`config.mk`:
```
export PLATFORM = sky130hd
export DESIGN_NAME = mem_flat
export DESIGN_NICKNAME = d
export VERILOG_FILES = /design/src/rtl/mem_pkg.sv /design/src/rtl/mem_if.sv /design/src/rtl/mem_load_align.sv /design/src/rtl/mem.sv /design/src/flat_wrapper.sv
export SDC_FILE = /design/constraint.sdc
export NUM_CORES = 1
export LEC_CHECK = 0
export ABC_CLOCK_PERIOD_IN_PS = 2700
export BUFFER_PORTS_ARGS = -buffer_cell sky130_fd_sc_hd__clkbuf_2
export CAP_MARGIN = 20
export CORE_AREA = 2 2 181 183
export CTS_CLUSTER_DIAMETER = 100
export DETAILED_ROUTE_END_ITERATION = 12
export DIE_AREA = 0 0 183 185
export GPL_ROUTABILITY_DRIVEN = 0
export PLACE_DENSITY = 0.47
export SYNTH_ARGS = -nofsm -noshare
export SYNTH_HDL_FRONTEND = slang
export SYNTH_SLANG_ARGS = --single-unit
```
`constraint.sdc`:
```
create_clock -name clk -period 2.7 [get_ports clk]
set_input_delay 0.27 -clock clk [delete_from_list [all_inputs] [get_ports clk]]
set_output_delay 0.27 -clock clk [all_outputs]
set_load 0.01 [all_outputs]
```
`src/rtl/mem_pkg.sv`:
```
// Shared types and constants for the MIPS memory-access stage: bus layouts,
// access size codes, FSM states and the store lane-alignment helper.
package mem_pkg;

  localparam int EXE_MEM_W = 160;
  localparam int MEM_WB_W  = 157;

  typedef enum logic [1:0] {IDLE, REQ, DONE, DRAIN} state_e;

  localparam logic [1:0] SIZE_BYTE = 2'b00;
  localparam logic [1:0] SIZE_HALF = 2'b01;
  localparam logic [1:0] SIZE_WORD = 2'b10;

  // Bit offsets inside the 5-bit mem_ctrl field {load, store, size[1:0], sign}
  localparam int CTRL_LOAD  = 4;
  localparam int CTRL_STORE = 3;
  localparam int CTRL_SIZE  = 1;
  localparam int CTRL_SIGN  = 0;

  typedef struct packed {
    logic [4:0]  memCtrl;
    logic [31:0] storeData;
    logic [31:0] exeResult;
    logic [31:0] loResult;
    logic        hiWrite, loWrite, mfhi, mflo, mtc0, mfc0;
    logic [7:0]  cp0rAddr;
    logic        syscall, eret, brk, fetchError, instReserved, overflow, delaySlot, wen;
    logic [4:0]  wdest;
    logic [31:0] pc;
  } exe_mem_t;

  typedef struct packed {
    logic        wen;
    logic [4:0]  wdest;
    logic [31:0] memResult;
    logic [31:0] loResult;
    logic        hiWrite, loWrite, mfhi, mflo, mtc0, mfc0;
    logic [7:0]  cp0rAddr;
    logic        syscall, eret, brk, fetchError, instReserved, raddrError, waddrError, overflow;
    logic [31:0] dmAddr;
    logic        delaySlot;
    logic [31:0] pc;
  } mem_wb_t;

  typedef struct packed {
    logic [3:0]  wstrb;
    logic [31:0] wdata;
  } store_t;

  // Sub-word stores replicate the datum across the word so the strobes pick the lane
  function automatic store_t storeAlign(input logic [1:0] size, input logic [1:0] addr,
                                        input logic [31:0] sd);
    store_t s;
    case (size)
      SIZE_BYTE: begin
        s.wstrb = 4'b0001 << addr;
        s.wdata = {4{sd[7:0]}};
      end
      SIZE_HALF: begin
        s.wstrb = addr[1] ? 4'b1100 : 4'b0011;
        s.wdata = {2{sd[15:0]}};
      end
      default: begin
        s.wstrb = 4'b1111;
        s.wdata = sd;
      end
    endcase
    return s;
  endfunction

endpackage

```
`src/rtl/mem_if.sv`:
```
// Data-memory req/ack port: the stage drives the request side (master),
// the memory answers with read data and a one-cycle ack (slave).
interface mem_if;
  logic        dm_req;
  logic        dm_wr;
  logic [31:0] dm_addr;
  logic [3:0]  dm_wstrb;
  logic [31:0] dm_wdata;
  logic [31:0] dm_rdata;
  logic        dm_ack;

  modport master (output dm_req, dm_wr, dm_addr, dm_wstrb, dm_wdata,
                  input  dm_rdata, dm_ack);
  modport slave  (input  dm_req, dm_wr, dm_addr, dm_wstrb, dm_wdata,
                  output dm_rdata, dm_ack);
endinterface

```
`src/rtl/mem_load_align.sv`:
```
// Load data extraction: selects the addressed byte/half of a read word and
// sign- or zero-extends it; word loads pass through.
module load_align
  import mem_pkg::*;
(
  input  logic [31:0] rdata_i,
  input  logic [1:0]  addr_i,
  input  logic [1:0]  size_i,
  input  logic        sign_i,
  output logic [31:0] data_o
);

  logic [7:0]  byteSel;
  logic [15:0] halfSel;

  always_comb begin
    byteSel = rdata_i[{addr_i, 3'b000} +: 8];
    halfSel = rdata_i[{addr_i[1], 4'b0000} +: 16];
    case (size_i)
      SIZE_BYTE: data_o = {{24{sign_i & byteSel[7]}}, byteSel};
      SIZE_HALF: data_o = {{16{sign_i & halfSel[15]}}, halfSel};
      default:   data_o = rdata_i;
    endcase
  end

endmodule

```
`src/rtl/mem.sv`:
```
// MIPS MEM stage: issues at most one data-memory access per instruction over
// req/ack, aligns stores, extracts loads and builds the MEM->WB bus.
module mem
  import mem_pkg::*;
(
  input  logic                 clk,
  input  logic                 resetn,
  input  logic                 MEM_valid,
  input  logic [EXE_MEM_W-1:0] EXE_MEM_bus_r,
  input  logic                 WB_allow_in,
  input  logic                 cancel,
  output logic                 MEM_over,
  output logic [MEM_WB_W-1:0]  MEM_WB_bus,
  output logic [4:0]           MEM_wdest,
  output logic [31:0]          MEM_pc,
  mem_if.master                dm
);

  exe_mem_t    ex;
  mem_wb_t     wb;
  store_t      stAlign;
  state_e      stateQ, stateD;
  logic        isLoad, isStore, signExt, misalign, priorExc, access;
  logic [1:0]  sizeCode, addrLo;
  logic        dmWrQ, dmWrD;
  logic [31:0] dmAddrQ, dmAddrD, dmWdataQ, dmWdataD, rdataQ, rdataD;
  logic [3:0]  dmWstrbQ, dmWstrbD;
  logic [31:0] loadData;
  logic        dmReq, memOver, useCapture;

  assign ex       = exe_mem_t'(EXE_MEM_bus_r);
  assign isLoad   = ex.memCtrl[CTRL_LOAD];
  assign isStore  = ex.memCtrl[CTRL_STORE];
  assign sizeCode = ex.memCtrl[CTRL_SIZE +: 2];
  assign signExt  = ex.memCtrl[CTRL_SIGN];
  assign addrLo   = ex.exeResult[1:0];

  assign misalign = ((sizeCode == SIZE_WORD) && (addrLo != 2'b00)) ||
                    ((sizeCode == SIZE_HALF) && addrLo[0]);
  assign priorExc = ex.fetchError | ex.instReserved | ex.overflow |
                    ex.syscall | ex.brk | ex.eret;
  assign access   = MEM_valid & (isLoad | isStore) & ~misalign & ~priorExc & ~cancel;
  assign stAlign  = storeAlign(sizeCode, addrLo, ex.storeData);

  always_ff @(posedge clk or negedge resetn) begin
    if (!resetn) stateQ <= IDLE;
    else         stateQ <= stateD;
  end

  // A cancel that coincides with the ack simply drops the returned data
  always_comb begin
    stateD = stateQ;
    case (stateQ)
      IDLE:  if (access) stateD = REQ;
      REQ: begin
        if (dm.dm_ack)   stateD = cancel ? IDLE : DONE;
        else if (cancel) stateD = DRAIN;
      end
      DONE:  if (WB_allow_in || cancel) stateD = IDLE;
      DRAIN: if (dm.dm_ack) stateD = IDLE;
      default: stateD = IDLE;
    endcase
  end

  always_comb begin
    dmWrD    = dmWrQ;
    dmAddrD  = dmAddrQ;
    dmWstrbD = dmWstrbQ;
    dmWdataD = dmWdataQ;
    rdataD   = rdataQ;
    if (stateQ == IDLE && access) begin
      dmWrD    = isStore;
      dmAddrD  = {ex.exeResult[31:2], 2'b00};
      dmWstrbD = stAlign.wstrb;
      dmWdataD = stAlign.wdata;
    end
    if (stateQ == REQ && dm.dm_ack && !cancel) rdataD = dm.dm_rdata;
  end

  always_ff @(posedge clk or negedge resetn) begin
    if (!resetn) begin
      dmWrQ    <= 1'b0;
      dmAddrQ  <= '0;
      dmWstrbQ <= '0;
      dmWdataQ <= '0;
      rdataQ   <= '0;
    end else begin
      dmWrQ    <= dmWrD;
      dmAddrQ  <= dmAddrD;
      dmWstrbQ <= dmWstrbD;
      dmWdataQ <= dmWdataD;
      rdataQ   <= rdataD;
    end
  end

  load_align uLoadAlign (
    .rdata_i (rdataQ),
    .addr_i  (addrLo),
    .size_i  (sizeCode),
    .sign_i  (signExt),
    .data_o  (loadData)
  );

  always_comb begin
    dmReq      = (stateQ == REQ) || (stateQ == DRAIN);
    memOver    = 1'b0;
    useCapture = 1'b0;
    case (stateQ)
      IDLE:    memOver = MEM_valid & ~cancel & ~access;
      DONE: begin
        memOver    = 1'b1;
        useCapture = 1'b1;
      end
      default: memOver = 1'b0;
    endcase
    memOver = memOver & resetn;

    wb              = '0;
    wb.wen          = ex.wen;
    wb.wdest        = ex.wdest;
    wb.memResult    = useCapture ? loadData : ex.exeResult;
    wb.loResult     = ex.loResult;
    wb.hiWrite      = ex.hiWrite;
    wb.loWrite      = ex.loWrite;
    wb.mfhi         = ex.mfhi;
    wb.mflo         = ex.mflo;
    wb.mtc0         = ex.mtc0;
    wb.mfc0         = ex.mfc0;
    wb.cp0rAddr     = ex.cp0rAddr;
    wb.syscall      = ex.syscall;
    wb.eret         = ex.eret;
    wb.brk          = ex.brk;
    wb.fetchError   = ex.fetchError;
    wb.instReserved = ex.instReserved;
    wb.raddrError   = isLoad & misalign;
    wb.waddrError   = isStore & misalign;
    wb.overflow     = ex.overflow;
    wb.dmAddr       = ex.exeResult;
    wb.delaySlot    = ex.delaySlot;
    wb.pc           = ex.pc;
  end

  assign MEM_over    = memOver;
  assign MEM_WB_bus  = wb;
  assign MEM_wdest   = ex.wdest & {5{MEM_valid}};
  assign MEM_pc      = ex.pc;

  assign dm.dm_req   = dmReq;
  assign dm.dm_wr    = dmWrQ;
  assign dm.dm_addr  = dmAddrQ;
  assign dm.dm_wstrb = dmWstrbQ;
  assign dm.dm_wdata = dmWdataQ;

endmodule

```
`src/flat_wrapper.sv`:
```
// flat-port wrapper written by rule: the top's interface ports become plain ports
module mem_flat import mem_pkg::*;
  (clk, resetn, MEM_valid, EXE_MEM_bus_r, WB_allow_in, cancel, MEM_over, MEM_WB_bus, MEM_wdest, MEM_pc, dm_dm_req, dm_dm_wr, dm_dm_addr, dm_dm_wstrb, dm_dm_wdata, dm_dm_rdata, dm_dm_ack);
  mem_if dm_i ();
  input  logic clk;
  input  logic resetn;
  input  logic MEM_valid;
  input  logic [EXE_MEM_W-1:0] EXE_MEM_bus_r;
  input  logic WB_allow_in;
  input  logic cancel;
  output logic MEM_over;
  output logic [MEM_WB_W-1:0] MEM_WB_bus;
  output logic [4:0] MEM_wdest;
  output logic [31:0] MEM_pc;
  output wire logic [$bits(dm_i.dm_req)-1:0] dm_dm_req;
  output wire logic [$bits(dm_i.dm_wr)-1:0] dm_dm_wr;
  output wire logic [$bits(dm_i.dm_addr)-1:0] dm_dm_addr;
  output wire logic [$bits(dm_i.dm_wstrb)-1:0] dm_dm_wstrb;
  output wire logic [$bits(dm_i.dm_wdata)-1:0] dm_dm_wdata;
  input wire logic [$bits(dm_i.dm_rdata)-1:0] dm_dm_rdata;
  input wire logic [$bits(dm_i.dm_ack)-1:0] dm_dm_ack;
  assign dm_dm_req = dm_i.dm_req;
  assign dm_dm_wr = dm_i.dm_wr;
  assign dm_dm_addr = dm_i.dm_addr;
  assign dm_dm_wstrb = dm_i.dm_wstrb;
  assign dm_dm_wdata = dm_i.dm_wdata;
  assign dm_i.dm_rdata = dm_dm_rdata;
  assign dm_i.dm_ack = dm_dm_ack;
  mem u_core (.clk(clk), .resetn(resetn), .MEM_valid(MEM_valid), .EXE_MEM_bus_r(EXE_MEM_bus_r), .WB_allow_in(WB_allow_in), .cancel(cancel), .MEM_over(MEM_over), .MEM_WB_bus(MEM_WB_bus), .MEM_wdest(MEM_wdest), .MEM_pc(MEM_pc), .dm(dm_i));
endmodule
```
Word-level counts from Yosys, hierarchy flattened. Cells that the tools add are included.

Bits in registers: 101. Output and inout port bits: 265.

Eq/ne operators: 9. Shift operators: 3. Mux-type cells: 13. Bitwise logic cells: 22. Reductions and logical operators: 13.

Operators with widths (count): $pmux 36 s2 (1); $pmux 32 s2 (1); $mux 32 (1); $shiftx 32x6->16 (1); $shiftx 32x6->8 (1); $mux 2 (6); $and 1x1->1 (11); $pmux 2 s4 (1); $eq 2x2->1 const B (3); $or 1x1->1 (6); $and 5x5->5 (1); $logic_and 1x1->1 (5); $eq 2x1->1 const B (2); $logic_not 2->1 (2); $mux 4 (1); $ne 2x1->1 const B (2); $not 1->1 (4); $reduce_and 4->1 (1); $shl 1x2->4 const A (1); $logic_or 1x1->1 (3); $ne 3x3->1 const B (1); $ne 2x2->1 const B (1); $pmux 1 s2 (1); $reduce_bool 2->1 (1); other kinds (2) (2).

Depth between registers and ports, before layout.
Depth in word-level cells: 12. Depth in mapped cells: 7.

By module. A second synthesis with hierarchy kept.

Cells, all modules: 606. Area, all modules: 6571.3 um^2.

By module, submodules not included: mem (instances 1, cells an instance 489, area each 5846.9 um^2); load_align (instances 1, cells an instance 117, area each 724.4 um^2).

Least setup slack after synthesis. OpenSTA, ideal clock, no wires.

Path type: register to output. From: register u_core.stateQ[0]. To: output MEM_WB_bus[142]. Arrival time: 1.529 ns. Data required time: 2.430 ns. Setup slack: 0.901 ns. Stages on the path, launching flop included: 8. Path through: dfrtp_1 > nor2b_1 > buf_2 > and3_1 > clkbuf_1 > buf_2 > a21oi_1 > o21ai_1.

Word-level cells in the longest chain between the ends: 3.

Ends and longest elaborated chain: start, declared (RTL line mem.sv:22) `state_e stateQ, stateD;`; start signal, assigned (RTL line mem.sv:47) `else stateQ <= stateD;`; $eq 2x2->1 (RTL line mem.sv:108) `case (stateQ)`; $mux 1 (RTL line mem.sv:108); $mux 32 (RTL line mem.sv:121) `wb.memResult = useCapture ? loadData : ex.exeResult;`; end, declared (RTL line flat_wrapper.sv:12) `output logic [MEM_WB_W-1:0] MEM_WB_bus;`.

No other way between the ends.

Final worst setup path.
From: register u_core.rdataQ[31]. To: output MEM_WB_bus[130].

Word-level cells in the longest chain between the ends: 4.

Ends and longest elaborated chain: start, declared (RTL line mem.sv:26) `logic [31:0] dmAddrQ, dmAddrD, dmWdataQ, dmWdataD, rdataQ, rdataD;`; start signal, assigned (RTL line mem.sv:92) `rdataQ <= rdataD;`; $shiftx 32x6->8 (RTL line mem_load_align.sv:17) `byteSel = rdata_i[{addr_i, 3'b000} +: 8];`; $and 1x1->1 (RTL line mem_load_align.sv:20) `SIZE_BYTE: data_o = {{24{sign_i & byteSel[7]}}, byteSel};`; $pmux 32 s2 (RTL line mem_load_align.sv:19) `case (size_i)`; $mux 32 (RTL line mem.sv:121).

No other way between the ends.

==> impl_metrics.prom <==
# TYPE chip_impl_metric gauge
chip_impl_info{name="outcome",value="completed"} 1
chip_impl_metric{name="fp.coreArea",unit="sq um"} 32000
chip_impl_metric{name="worst-path-max-fanout",unit=""} 6
chip_impl_metric{name="yosysWarningCount",unit=""} 0
chip_impl_metric{name="worstPathBufferInverterCount",unit=""} 2
chip_impl_info{name="clk_root_buffer_cell",value="clkbuf_16"} 1
chip_impl_metric{name="combPwrFrac",unit=""} 0.165
chip_impl_metric{name="globalRouteTotalUtil",unit=""} 0.136
chip_impl_metric{name="finalCoreUtilization",unit=""} 0.236
chip_impl_metric{name="slew-limit-headroom",unit=""} 0.546
chip_impl_metric{name="final.hold.worst_slack",unit="ns"} 0.00145
chip_impl_metric{name="tightest_slew",unit="ns"} 0.681
chip_impl_metric{name="finalWorstPathRequiredPeriod",unit="ns"} 2.60
chip_impl_info{name="layout.cells.most_common_list",value="clkbuf_2 (267), mux2_2 (102), dfrtp_1 (101), nand2_1 (27), a21oi_1 (26)"} 1
chip_impl_metric{name="route.vias.total",unit=""} 4720
chip_impl_info{name="setup.worst_path.start_class",value="flip-flop"} 1
chip_impl_metric{name="largest_clock_skew_in_the_final_design",unit="ns"} 0.00737
chip_impl_info{name="layout.cells.most_common",value="clkbuf_2"} 1
chip_impl_metric{name="synth.yosys.seq_area_share",unit=""} 0.385
chip_impl_metric{name="timing.reg2reg.worst_path_depth",unit=""} 4
chip_impl_metric{name="placedCellCount",unit=""} 1111
chip_impl_metric{name="multi_input_area",unit="sq um"} 2690
chip_impl_metric{name="drt-pass1-iter-count",unit=""} 4
chip_impl_metric{name="worst_case_setup_margin_in_the_final_layout",unit="ns"} 0.104
chip_impl_info{name="area_contributors_post_synth",value="dfrtp_1 (38%), buf_4 (18%), mux2_2 (17%)"} 1
chip_impl_metric{name="seqCellArea",unit="sq um"} 2530
chip_impl_metric{name="worst_skew_pair.late_latency",unit="ns"} 0.37
chip_impl_metric{name="cts.clk_slew.worst_paths",unit="ns"} 0.08
chip_impl_metric{name="cts_buffers",unit=""} 9
chip_impl_metric{name="initial_antenna_violation_count",unit=""} 2
chip_impl_metric{name="cts.htree.levels",unit=""} 3
chip_impl_metric{name="switchingPower",unit="uW"} 1020
chip_impl_metric{name="cp.arrival",unit="ns"} 2.33
chip_impl_metric{name="power_switching_share",unit=""} 0.285
chip_impl_metric{name="post_synth_inst_count",unit=""} 609
chip_impl_metric{name="maxSlewViolCount",unit=""} 0
chip_impl_metric{name="initial_standard_cell_utilization_of_the_core",unit=""} 0.205
chip_impl_info{name="cp-end-kind",value="primary output"} 1
chip_impl_info{name="crit_family",value="multiplexers"} 1
chip_impl_metric{name="grt_max_degree",unit=""} 102
chip_impl_info{name="reg2reg_to",value="u_core.dm.dm_wstrb[0]"} 1
chip_impl_metric{name="die_height",unit="microns"} 185
chip_impl_metric{name="static-leakage-power",unit="uW"} 0.00399
chip_impl_info{name="rr_startpoint",value="u_core.stateQ[0]"} 1
chip_impl_metric{name="synth_async_sr_flop_share",unit=""} 1.00
chip_impl_metric{name="synth_top_cell_area_share",unit=""} 0.385
chip_impl_info{name="worstSetupPathType",value="flip-flop to primary output"} 1
chip_impl_metric{name="synth_cell_types",unit=""} 40
chip_impl_metric{name="cts_hold_buffers_added",unit=""} 0
chip_impl_metric{name="hold_violations",unit=""} 0
chip_impl_metric{name="routed_via_density",unit=""} 4.19
chip_impl_metric{name="power_density",unit="nW/um^2"} 474
chip_impl_metric{name="area_growth",unit="%"} 15.1
chip_impl_metric{name="setup_violations",unit=""} 0
chip_impl_metric{name="fin_nets",unit=""} 912
chip_impl_metric{name="synth.ff_latch_count",unit=""} 101
chip_impl_metric{name="clock_tree.buffer_depth",unit=""} 2
chip_impl_info{name="synth_flop_cell",value="dfrtp_1"} 1
chip_impl_metric{name="dp.final_hpwl",unit="microns"} 17500
chip_impl_metric{name="io_buffer_count",unit=""} 268
chip_impl_metric{name="dr.first_iter.drc_count",unit=""} 157
chip_impl_info{name="holdCritPathClass",value="input port to async pin"} 1
chip_impl_metric{name="finalSetupTns",unit="ns"} 0
chip_impl_metric{name="routed_antenna_nets",unit=""} 0
chip_impl_metric{name="vdd_ir_drop_max",unit="mV"} 0.308
chip_impl_metric{name="numClockSinks",unit=""} 101
chip_impl_metric{name="grt_pass1_wl",unit="microns"} 33000
chip_impl_metric{name="cp_slowest_stage_delay",unit="ns"} 0.51
chip_impl_info{name="grt_setup_unrepaired",value="no"} 1
chip_impl_metric{name="critical_path_required",unit="ns"} 2.43
chip_impl_metric{name="pwr-share-clk",unit=""} 0.381
chip_impl_metric{name="placement_rows",unit=""} 66
chip_impl_metric{name="edff_count_synth",unit=""} 0
chip_impl_metric{name="final_cells",unit=""} 1127
chip_impl_metric{name="pre_cts_slack",unit="ns"} 0.333
chip_impl_metric{name="route.final.wire_length",unit="microns"} 22700
chip_impl_metric{name="route.detailed.wl_per_inst",unit="microns"} 20.1
chip_impl_metric{name="max-cap-violations",unit=""} 0
chip_impl_info{name="cts_tree",value="done"} 1
chip_impl_metric{name="grt-ovfl-total",unit=""} 0
chip_impl_metric{name="sequentialPowerShare",unit=""} 0.454
chip_impl_metric{name="post-route-drc-count",unit=""} 0
chip_impl_metric{name="post_route_cells_drive_above_1_share",unit=""} 0.611
chip_impl_metric{name="fmax",unit="GHz"} 0.385
chip_impl_metric{name="post-route-period-util",unit=""} 0.962
chip_impl_metric{name="power.internal",unit="uW"} 2560
chip_impl_metric{name="fillerInstances",unit=""} 3485
chip_impl_metric{name="dieWidth",unit="microns"} 183
chip_impl_metric{name="top_level_ports",unit=""} 463
chip_impl_metric{name="syn_area_per_cell",unit="sq um"} 10.8
chip_impl_info{name="crit_slowest_cell",value="mux4_2"} 1
chip_impl_metric{name="r2r_setup_slack",unit="ns"} 0.78
chip_impl_metric{name="dieArea",unit="sq um"} 33900
chip_impl_info{name="path_cells",value="mux4_2, and3_1, buf_4, a221oi_2, o21ai_2, clkbuf_2"} 1
chip_impl_metric{name="grt_pass1_vias",unit=""} 4884
chip_impl_metric{name="cts_setup_buffers",unit=""} 0
chip_impl_info{name="synth_top_cell_by_area",value="dfrtp_1"} 1
chip_impl_metric{name="post_synth_instance_area",unit="sq um"} 6570
chip_impl_metric{name="postCtsResizedCells",unit=""} 0
[registers in the layout, summed over array words and instances (netlist names)]
| name | cells |
|---|---|
| u_core.dm.dm_wdata | 32 |
| u_core.rdataQ | 32 |
| u_core.dm.dm_addr | 30 |
| u_core.dm.dm_wstrb | 4 |
| u_core.stateQ | 2 |
| u_core.dm.dm_wr | 1 |
[kinds of logic after synthesis]
group           synth area share
xor+xnor                 0.00133
other cells             0.000571
compound gates             0.102
flops                      0.385
buf+inv                    0.211
simple gates              0.0598
mux                        0.241
[final cells by class]
class / count / area share
sequential: 101 / 0.334
inverter: 5 / 0.00248
clock buffer: 10 / 0.0303
multi-input combinational: 311 / 0.356
tap: 408 / 0.0675
clock inverter: 4 / 0.00678
antenna: 2 / 0.000662
timing repair buffer: 286 / 0.202
[cells in the mapped netlist, types with 2 or more instances]
| library cell | number |
|---|---|
| buf_4 | 159 |
| mux2_2 | 102 |
| dfrtp_1 | 101 |
| nand2_1 | 27 |
| a21oi_1 | 26 |
| o211ai_1 | 22 |
| o21ai_0 | 21 |
| mux2_4 | 20 |
| buf_2 | 18 |
| o21ai_1 | 18 |
| clkbuf_1 | 11 |
| mux2i_1 | 10 |
| nor3b_1 | 8 |
| a221oi_2 | 7 |
| and2_1 | 7 |
| nand3_1 | 6 |
| and3_1 | 5 |
| inv_1 | 5 |
| nor2_1 | 5 |
| buf_6 | 3 |
| nand2b_1 | 3 |
| nor3_1 | 3 |
| a21o_1 | 2 |
| buf_1 | 2 |
| nor2b_1 | 2 |
| o31ai_1 | 2 |
[power groups by stage]
stage | clock, uW | combinational, uW | sequential [uW]
2_1_floorplan | 0 | 458 | 1670
3_3_place_gp | 0 | 601 | 1660
3_5_place_dp | 0 | 605 | 1660
4_1_cts | 1460 | 607 | 1630
5_1_grt | 1500 | 656 | 1640
6_report | 1370 | 592 | 1630
[how the worst max path moves through the flow]
stage               slack [ns]              end  depth (start not counted)                from
floorplan                 0.90  MEM_WB_bus[142]                          7    u_core.stateQ[0]
global placement          0.34  MEM_WB_bus[120]                          6  EXE_MEM_bus_r[156]
detailed placement        0.33  MEM_WB_bus[120]                          6  EXE_MEM_bus_r[156]
CTS                     -0.001  MEM_WB_bus[127]                          6   u_core.rdataQ[31]
global route              0.01  MEM_WB_bus[138]                          5    u_core.stateQ[0]
finish                    0.10  MEM_WB_bus[130]                          6   u_core.rdataQ[31]
[per-stage QoR]
stage	area, sq um	total power, uW
after floorplan	6570	2130
after global placement	7250	2260
after detailed placement	7250	2260
after CTS	7530	3690
after global routing	7560	3790
final	7560	3590
[worst reg2reg max path: cells and delay by family, from the launching register on]
kind	cells	cell delay (ns)
buffers and inverters	1	0.28
DFF	1	0.50
muxes	1	0.35
and+or+nand+nor	2	0.68
[per-layer routing]
metal | GRT usage | part of all wire | vias to the layer above
li1 | - | - | 2186
met1 | 0.151 | 0.39 | 2279
met2 | 0.235 | 0.50 | 206
met3 | 0.0494 | 0.081 | 49
met4 | 0.0576 | 0.031 | 0
met5 | 0 | 0 | -
No activity file was read; power rests on OpenSTA's default activity.
